### config.mk
export PLATFORM = sky130hd
export DESIGN_NAME = fir_out_decimator_flat
export DESIGN_NICKNAME = d
export VERILOG_FILES = /design/src/rtl/fir_out_decimator_if.sv /design/src/rtl/fir_out_decimator.sv /design/src/flat_wrapper.sv
export SDC_FILE = /design/constraint.sdc
export NUM_CORES = 1
export LEC_CHECK = 0
export CORE_ASPECT_RATIO = 0.9
export CORE_MARGIN = 3
export CORE_UTILIZATION = 35
export DETAILED_ROUTE_END_ITERATION = 16
export GPL_ROUTABILITY_DRIVEN = 0
export HOLD_SLACK_MARGIN = 0.02
export SYNTH_ARGS = -nofsm -noshare
export SYNTH_HDL_FRONTEND = slang
export SYNTH_SLANG_ARGS = --single-unit
### constraint.sdc
create_clock -name clk -period 3.25 [get_ports clk]
set_clock_uncertainty 0.15 [all_clocks]
set_input_delay 0.65 -clock clk [delete_from_list [all_inputs] [get_ports clk]]
set_output_delay 0.65 -clock clk [all_outputs]
set_load 0.01 [all_outputs]
### src/rtl/fir_out_decimator_if.sv
// Stream bundle between the FIR output stage and its neighbours: control and
// sample inputs, buffered decimated output with valid/ready, and status.
interface fir_out_decimator_if #(
    parameter int DATA_WIDTH = 16,
    parameter int IN_WIDTH   = 2 * DATA_WIDTH + 2,
    parameter int FIFO_DEPTH = 4
);
    logic                          start;
    logic                          in_valid;
    logic [IN_WIDTH-1:0]           yn_in;
    logic [DATA_WIDTH-1:0]         out_data;
    logic                          out_valid;
    logic                          out_ready;
    logic [$clog2(FIFO_DEPTH):0]   fifo_count;
    logic                          sat_flag;
    logic                          overflow;

    modport master (
        output start, in_valid, yn_in, out_ready,
        input  out_data, out_valid, fifo_count, sat_flag, overflow
    );

    modport slave (
        input  start, in_valid, yn_in, out_ready,
        output out_data, out_valid, fifo_count, sat_flag, overflow
    );
endinterface

### src/rtl/fir_out_decimator.sv
// FIR output stage: round-half-up shift, saturate to DATA_WIDTH, keep 1 of DECIM
// samples, and buffer kept samples in a first-word-fall-through FIFO.
module fir_out_decimator #(
    parameter int DATA_WIDTH = 16,
    parameter int IN_WIDTH   = 2 * DATA_WIDTH + 2,
    parameter int SHIFT      = 4,
    parameter int DECIM      = 2,
    parameter int FIFO_DEPTH = 4
) (
    input logic clk,
    input logic rst,
    fir_out_decimator_if.slave bus
);
    localparam int CW = $clog2(FIFO_DEPTH) + 1;
    localparam int AW = $clog2(FIFO_DEPTH);
    localparam int PW = (DECIM > 1) ? $clog2(DECIM) : 1;

    localparam logic signed [IN_WIDTH:0] ROUND =
        (SHIFT > 0) ? ((IN_WIDTH + 1)'(1) << (SHIFT - 1)) : '0;
    localparam logic signed [IN_WIDTH:0] MAXV =
        {{(IN_WIDTH - DATA_WIDTH + 2){1'b0}}, {(DATA_WIDTH - 1){1'b1}}};
    localparam logic signed [IN_WIDTH:0] MINV =
        {{(IN_WIDTH - DATA_WIDTH + 2){1'b1}}, {(DATA_WIDTH - 1){1'b0}}};
    localparam logic [DATA_WIDTH-1:0] DMAX = {1'b0, {(DATA_WIDTH - 1){1'b1}}};
    localparam logic [DATA_WIDTH-1:0] DMIN = {1'b1, {(DATA_WIDTH - 1){1'b0}}};

    logic                      clear;
    logic [PW-1:0]             phase;
    logic                      take;
    logic signed [IN_WIDTH:0]  t_sum;
    logic signed [IN_WIDTH:0]  r_shift;
    logic                      clip;
    logic [DATA_WIDTH-1:0]     result;
    logic                      s1_valid;
    logic [DATA_WIDTH-1:0]     s1_data;
    logic                      sat_q;
    logic                      ovf_q;

    logic [DATA_WIDTH-1:0]     mem [FIFO_DEPTH];
    logic [AW-1:0]             wr_ptr;
    logic [AW-1:0]             rd_ptr;
    logic [CW-1:0]             count;
    logic                      full;
    logic                      pop;
    logic                      push;

    assign clear = rst || bus.start;
    assign take  = bus.in_valid && (phase == '0);

    // One extra bit of headroom so the rounding offset can never wrap the sum.
    always_comb begin
        t_sum   = $signed({bus.yn_in[IN_WIDTH-1], bus.yn_in}) + ROUND;
        r_shift = t_sum >>> SHIFT;
        clip    = 1'b0;
        result  = r_shift[DATA_WIDTH-1:0];
        if (r_shift > MAXV) begin
            result = DMAX;
            clip   = 1'b1;
        end else if (r_shift < MINV) begin
            result = DMIN;
            clip   = 1'b1;
        end
    end

    always_ff @(posedge clk) begin
        if (clear) begin
            phase    <= '0;
            s1_valid <= 1'b0;
            s1_data  <= '0;
            sat_q    <= 1'b0;
        end else begin
            s1_valid <= take;
            if (take) begin
                s1_data <= result;
                if (clip) begin
                    sat_q <= 1'b1;
                end
            end
            if (bus.in_valid) begin
                phase <= (phase == PW'(DECIM - 1)) ? '0 : phase + 1'b1;
            end
        end
    end

    // A pop in the same cycle frees the slot, so a full FIFO can still accept.
    assign full = (count == CW'(FIFO_DEPTH));
    assign pop  = (count != '0) && bus.out_ready;
    assign push = s1_valid && (!full || pop);

    always_ff @(posedge clk) begin
        if (clear) begin
            wr_ptr <= '0;
            rd_ptr <= '0;
            count  <= '0;
            ovf_q  <= 1'b0;
        end else begin
            if (push) begin
                wr_ptr <= wr_ptr + 1'b1;
            end
            if (pop) begin
                rd_ptr <= rd_ptr + 1'b1;
            end
            count <= count + CW'(push) - CW'(pop);
            if (s1_valid && full && !pop) begin
                ovf_q <= 1'b1;
            end
        end
    end

    always_ff @(posedge clk) begin
        if (push && !clear) begin
            mem[wr_ptr] <= s1_data;
        end
    end

    assign bus.out_data   = (count != '0) ? mem[rd_ptr] : '0;
    assign bus.out_valid  = (count != '0);
    assign bus.fifo_count = count;
    assign bus.sat_flag   = sat_q;
    assign bus.overflow   = ovf_q;
endmodule
### src/flat_wrapper.sv
// flat-port wrapper written by rule: the top's interface ports become plain ports
module fir_out_decimator_flat 
#(
    parameter int DATA_WIDTH = 16,
    parameter int IN_WIDTH   = 2 * DATA_WIDTH + 2,
    parameter int SHIFT      = 4,
    parameter int DECIM      = 2,
    parameter int FIFO_DEPTH = 4
)
  (clk, rst, bus_start, bus_in_valid, bus_yn_in, bus_out_ready, bus_out_data, bus_out_valid, bus_fifo_count, bus_sat_flag, bus_overflow);
  fir_out_decimator_if #(.DATA_WIDTH(DATA_WIDTH), .IN_WIDTH(IN_WIDTH), .FIFO_DEPTH(FIFO_DEPTH)) bus_i ();
  input logic clk;
  input logic rst;
  input wire logic [$bits(bus_i.start)-1:0] bus_start;
  input wire logic [$bits(bus_i.in_valid)-1:0] bus_in_valid;
  input wire logic [$bits(bus_i.yn_in)-1:0] bus_yn_in;
  input wire logic [$bits(bus_i.out_ready)-1:0] bus_out_ready;
  output wire logic [$bits(bus_i.out_data)-1:0] bus_out_data;
  output wire logic [$bits(bus_i.out_valid)-1:0] bus_out_valid;
  output wire logic [$bits(bus_i.fifo_count)-1:0] bus_fifo_count;
  output wire logic [$bits(bus_i.sat_flag)-1:0] bus_sat_flag;
  output wire logic [$bits(bus_i.overflow)-1:0] bus_overflow;
  assign bus_i.start = bus_start;
  assign bus_i.in_valid = bus_in_valid;
  assign bus_i.yn_in = bus_yn_in;
  assign bus_i.out_ready = bus_out_ready;
  assign bus_out_data = bus_i.out_data;
  assign bus_out_valid = bus_i.out_valid;
  assign bus_fifo_count = bus_i.fifo_count;
  assign bus_sat_flag = bus_i.sat_flag;
  assign bus_overflow = bus_i.overflow;
  fir_out_decimator #(.DATA_WIDTH(DATA_WIDTH), .IN_WIDTH(IN_WIDTH), .SHIFT(SHIFT), .DECIM(DECIM), .FIFO_DEPTH(FIFO_DEPTH)) u_core (.clk(clk), .rst(rst), .bus(bus_i));
endmodule
==> impl_metrics.tcl <==
set metrics [dict create \
    tightest_slew_ns 0.465 \
    wl_per_cell_um 14.4 \
    place_area_mm2 0.00568 \
    dieArea_mm2 0.0143 \
    syn_inst 349 \
    critPathLaunchType "input pin" \
    timing.final.crit_period_ns 3.10 \
    final_nets 513 \
    outcome "completed" \
    drtAntennaViolNets 0 \
    start_util_pct 36.6 \
    p_comb_share_pct 12.0 \
    vias 3120 \
    antenna_found_initial 0 \
    hold_violations 0 \
    postCtsHoldBufs 0 \
    slew_violations 0 \
    finalInstanceArea_mm2 0.00597 \
    p_switching_w 0.000531 \
    post-route-util_pct 48.5 \
    p_total_w 0.00251 \
    layout-drive-gt1-share_pct 26.1 \
    grt_pass1_wl_mm 14.9 \
    yosysWarnings 0 \
    worst-path-max-fanout 15 \
    relSlewSlack_pct 68.2 \
    ys_seq_elements 93 \
    switching_share_pct 21.1 \
    drt-initial-drc-count 213 \
    period_share_pct 95.3 \
    pin_count 61 \
    portBuffers 57 \
    grt_util_all_layers_pct 13.2 \
    drv_cap 0 \
    power_frac_seq_pct 51.4 \
    ys_seq_area_share_pct 55.6 \
    worstHoldPathType "reg2reg" \
    drc_errors 0 \
    powerDensity_mw_per_mm2 421 \
    crit_required_ns 3.33 \
    die_w_um 126 \
    rsz0062_at_grt "no" \
    synthArstFlopShare_pct 0 \
    grt_pass1_vias 3085 \
    dp_slack_ns -0.498 \
    routed_via_density 4.94 \
    antennaDiodeCount 0 \
    syn_area_per_cell_um2 12.9 \
    peakVddDrop_uv 233 \
    grt_overflow_total 0 \
    fin_tns_setup_ns 0 \
    cts_buffers 9 \
    clkPwrFrac_pct 36.6 \
    worst_slack_ns 0.154 \
    synthToLayoutAreaGrowth_pct 32.6 \
    routed_wl_mm 9.10 \
    endpoint_kind "flop" \
    arrival_ns 3.18 \
    path_class "in2reg" \
    ys_types 60 \
    clock_latency_ns 0.33 \
    setup_violations 0 \
    dp_hpwl_mm 6.83 \
    cts_tree "built" \
    clk_pin_slew_ns 0.06 \
    fmax_mhz 323 \
    grt_max_degree 29 \
    cts_max_path_buffers 2 \
    htree_levels 3 \
    intPower_w 0.00198 \
    firstDrtPassIters 4 \
    die_h_um 114 \
    cts.sinks 93 \
    coreArea_mm2 0.0123 \
    synth_area_mm2 0.00450 \
    leakagePower_nw 2.07 \
    cts-root-buf "clkbuf_16" \
    synth_edf_count 64 \
    ys.flop_type "edfxtp_1" \
    syn_nets 396 \
    row_count 38 \
]
==> kinds of logic after synthesis <==
logic type | share of synthesized area (%)
fa+ha+maj | 2.39
buf+inv | 2.97
simple gates | 16.7
mux | 8.70
flops | 55.6
xor+xnor | 3.89
compound gates | 9.78
==> cell usage after synthesis (all sizes together), types with 9 or more instances <==
| cell | instances | share of area (%) |
|---|---|---|
| mux4 | 16 | 8.0 |
| nor3 | 10 | 1.2 |
| and3 | 10 | 1.4 |
| nand2 | 14 | 1.2 |
| and2 | 22 | 3.1 |
| nor2 | 36 | 3.0 |
| a311oi | 13 | 3.9 |
| nand4 | 10 | 1.7 |
| dfxtp | 29 | 13 |
| nand3 | 12 | 1.3 |
| edfxtp | 64 | 43 |
| clkbuf | 10 | 0.83 |
| xnor2 | 11 | 2.1 |
| xor2 | 9 | 1.8 |
| inv | 10 | 0.83 |
==> worst paths after layout <==
path                                                from  slack, ns  depth (start not counted)                        to
worst min-delay path                 u_core.bus.overflow       0.33                          2       u_core.bus.overflow
worst max-delay path                        bus_yn_in[3]       0.15                         10        u_core.s1_data[10]
worst max register to register  u_core.bus.fifo_count[1]       0.63                         11  u_core.bus.fifo_count[2]
worst min register to register       u_core.bus.overflow       0.33                          2       u_core.bus.overflow
==> through the flow <==
stage                     hold WS, ns  cells
final                           0.329    631
after global routing            0.380    631
after CTS                       0.331    631
after detailed placement        0.317    614
after global placement          0.301    614
after floorplan                 0.299    349
==> placed cells by master, fill, tap and decap left out, types with 2 or more instances in the layout <==
cell type        netlist  routed
buf_4                  0      64
edfxtp_1              64      64
clkdlybuf4s50_1        0      57
nor2_1                36      36
dfxtp_1               29      29
and2_1                20      20
mux4_2                16      16
nand2_1               14      14
nand3_1               12      12
xnor2_1               11      11
inv_1                 10      10
and3_1                 9       9
nor3_1                 9       9
xor2_1                 9       9
clkbuf_16              0       9
nand4_1                8       8
a21oi_1                8       8
a311oi_2               7       7
ha_1                   7       7
a311oi_1               5       5
nor4_1                 5       4
clkbuf_1              10       4
and4_1                 3       3
o22ai_1                3       3
or3_1                  2       2
mux2i_1                2       2
and2_2                 2       2
and4_4                 2       2
nand4_2                2       2
a211oi_1               2       2
o21a_1                 2       2
o211ai_1               2       2
nor4_2                 1       2
nand2b_1               2       2
a211oi_2               2       2
buf_12                 0       2
==> routing by layer <==
layer	up-vias	global-route usage, %	part of all wire, %
met3	12	2.76	4.5
met2	87	21.7	46
met4	0	4.91	1.8
li1	1568	-	-
met5	-	0	0
met1	1453	17.3	47
==> area by class of cell <==
cell class	count	area, µm²
repair buffers	123	1090
fillers	1085	6340
inverters	10	37.5
multi-input cells	229	1880
clock buffers	14	254
clock inverters	2	11.3
well taps	160	200
flip-flops and latches	93	2500
==> what timing repair did <==
item	in CTS	in global routing
setup buffers	1	0
cloned	0	0
pin swaps	1	0
endpoints found under the setup margin	15	1
resized for setup	0	1
==> power by group through the flow <==
stage	combinational [W]	clock [W]	sequential (W)
after floorplan	0.000134	0	0.00131
after global placement	0.000296	0	0.00132
after detailed placement	0.000300	0	0.00132
after CTS	0.000303	0.000945	0.00129
after global routing	0.000328	0.000997	0.00130
final	0.000301	0.000919	0.00129
==> worst max-delay path: stages <==
cell and delay (ns):
clkdlybuf4s50_1 0.56, ha_1 0.25, and3_1 0.21, nand3_1 0.16, or4_1 0.42, a221o_1 0.34
o211ai_2 0.10, o31ai_4 0.11, buf_12 0.17, a311oi_1 0.21
==> registers in the layout (all words and copies together), names as in the netlist, named ones only <==
signal	cells
u_core.s1_data	16
u_core.bus.fifo_count	3
u_core.bus.sat_flag	1
u_core.s1_valid	1
u_core.wr_ptr	2
u_core.phase	1
u_core.rd_ptr	2
u_core.bus.overflow	1
u_core.mem	64
(Power assumes the default switching activity.)
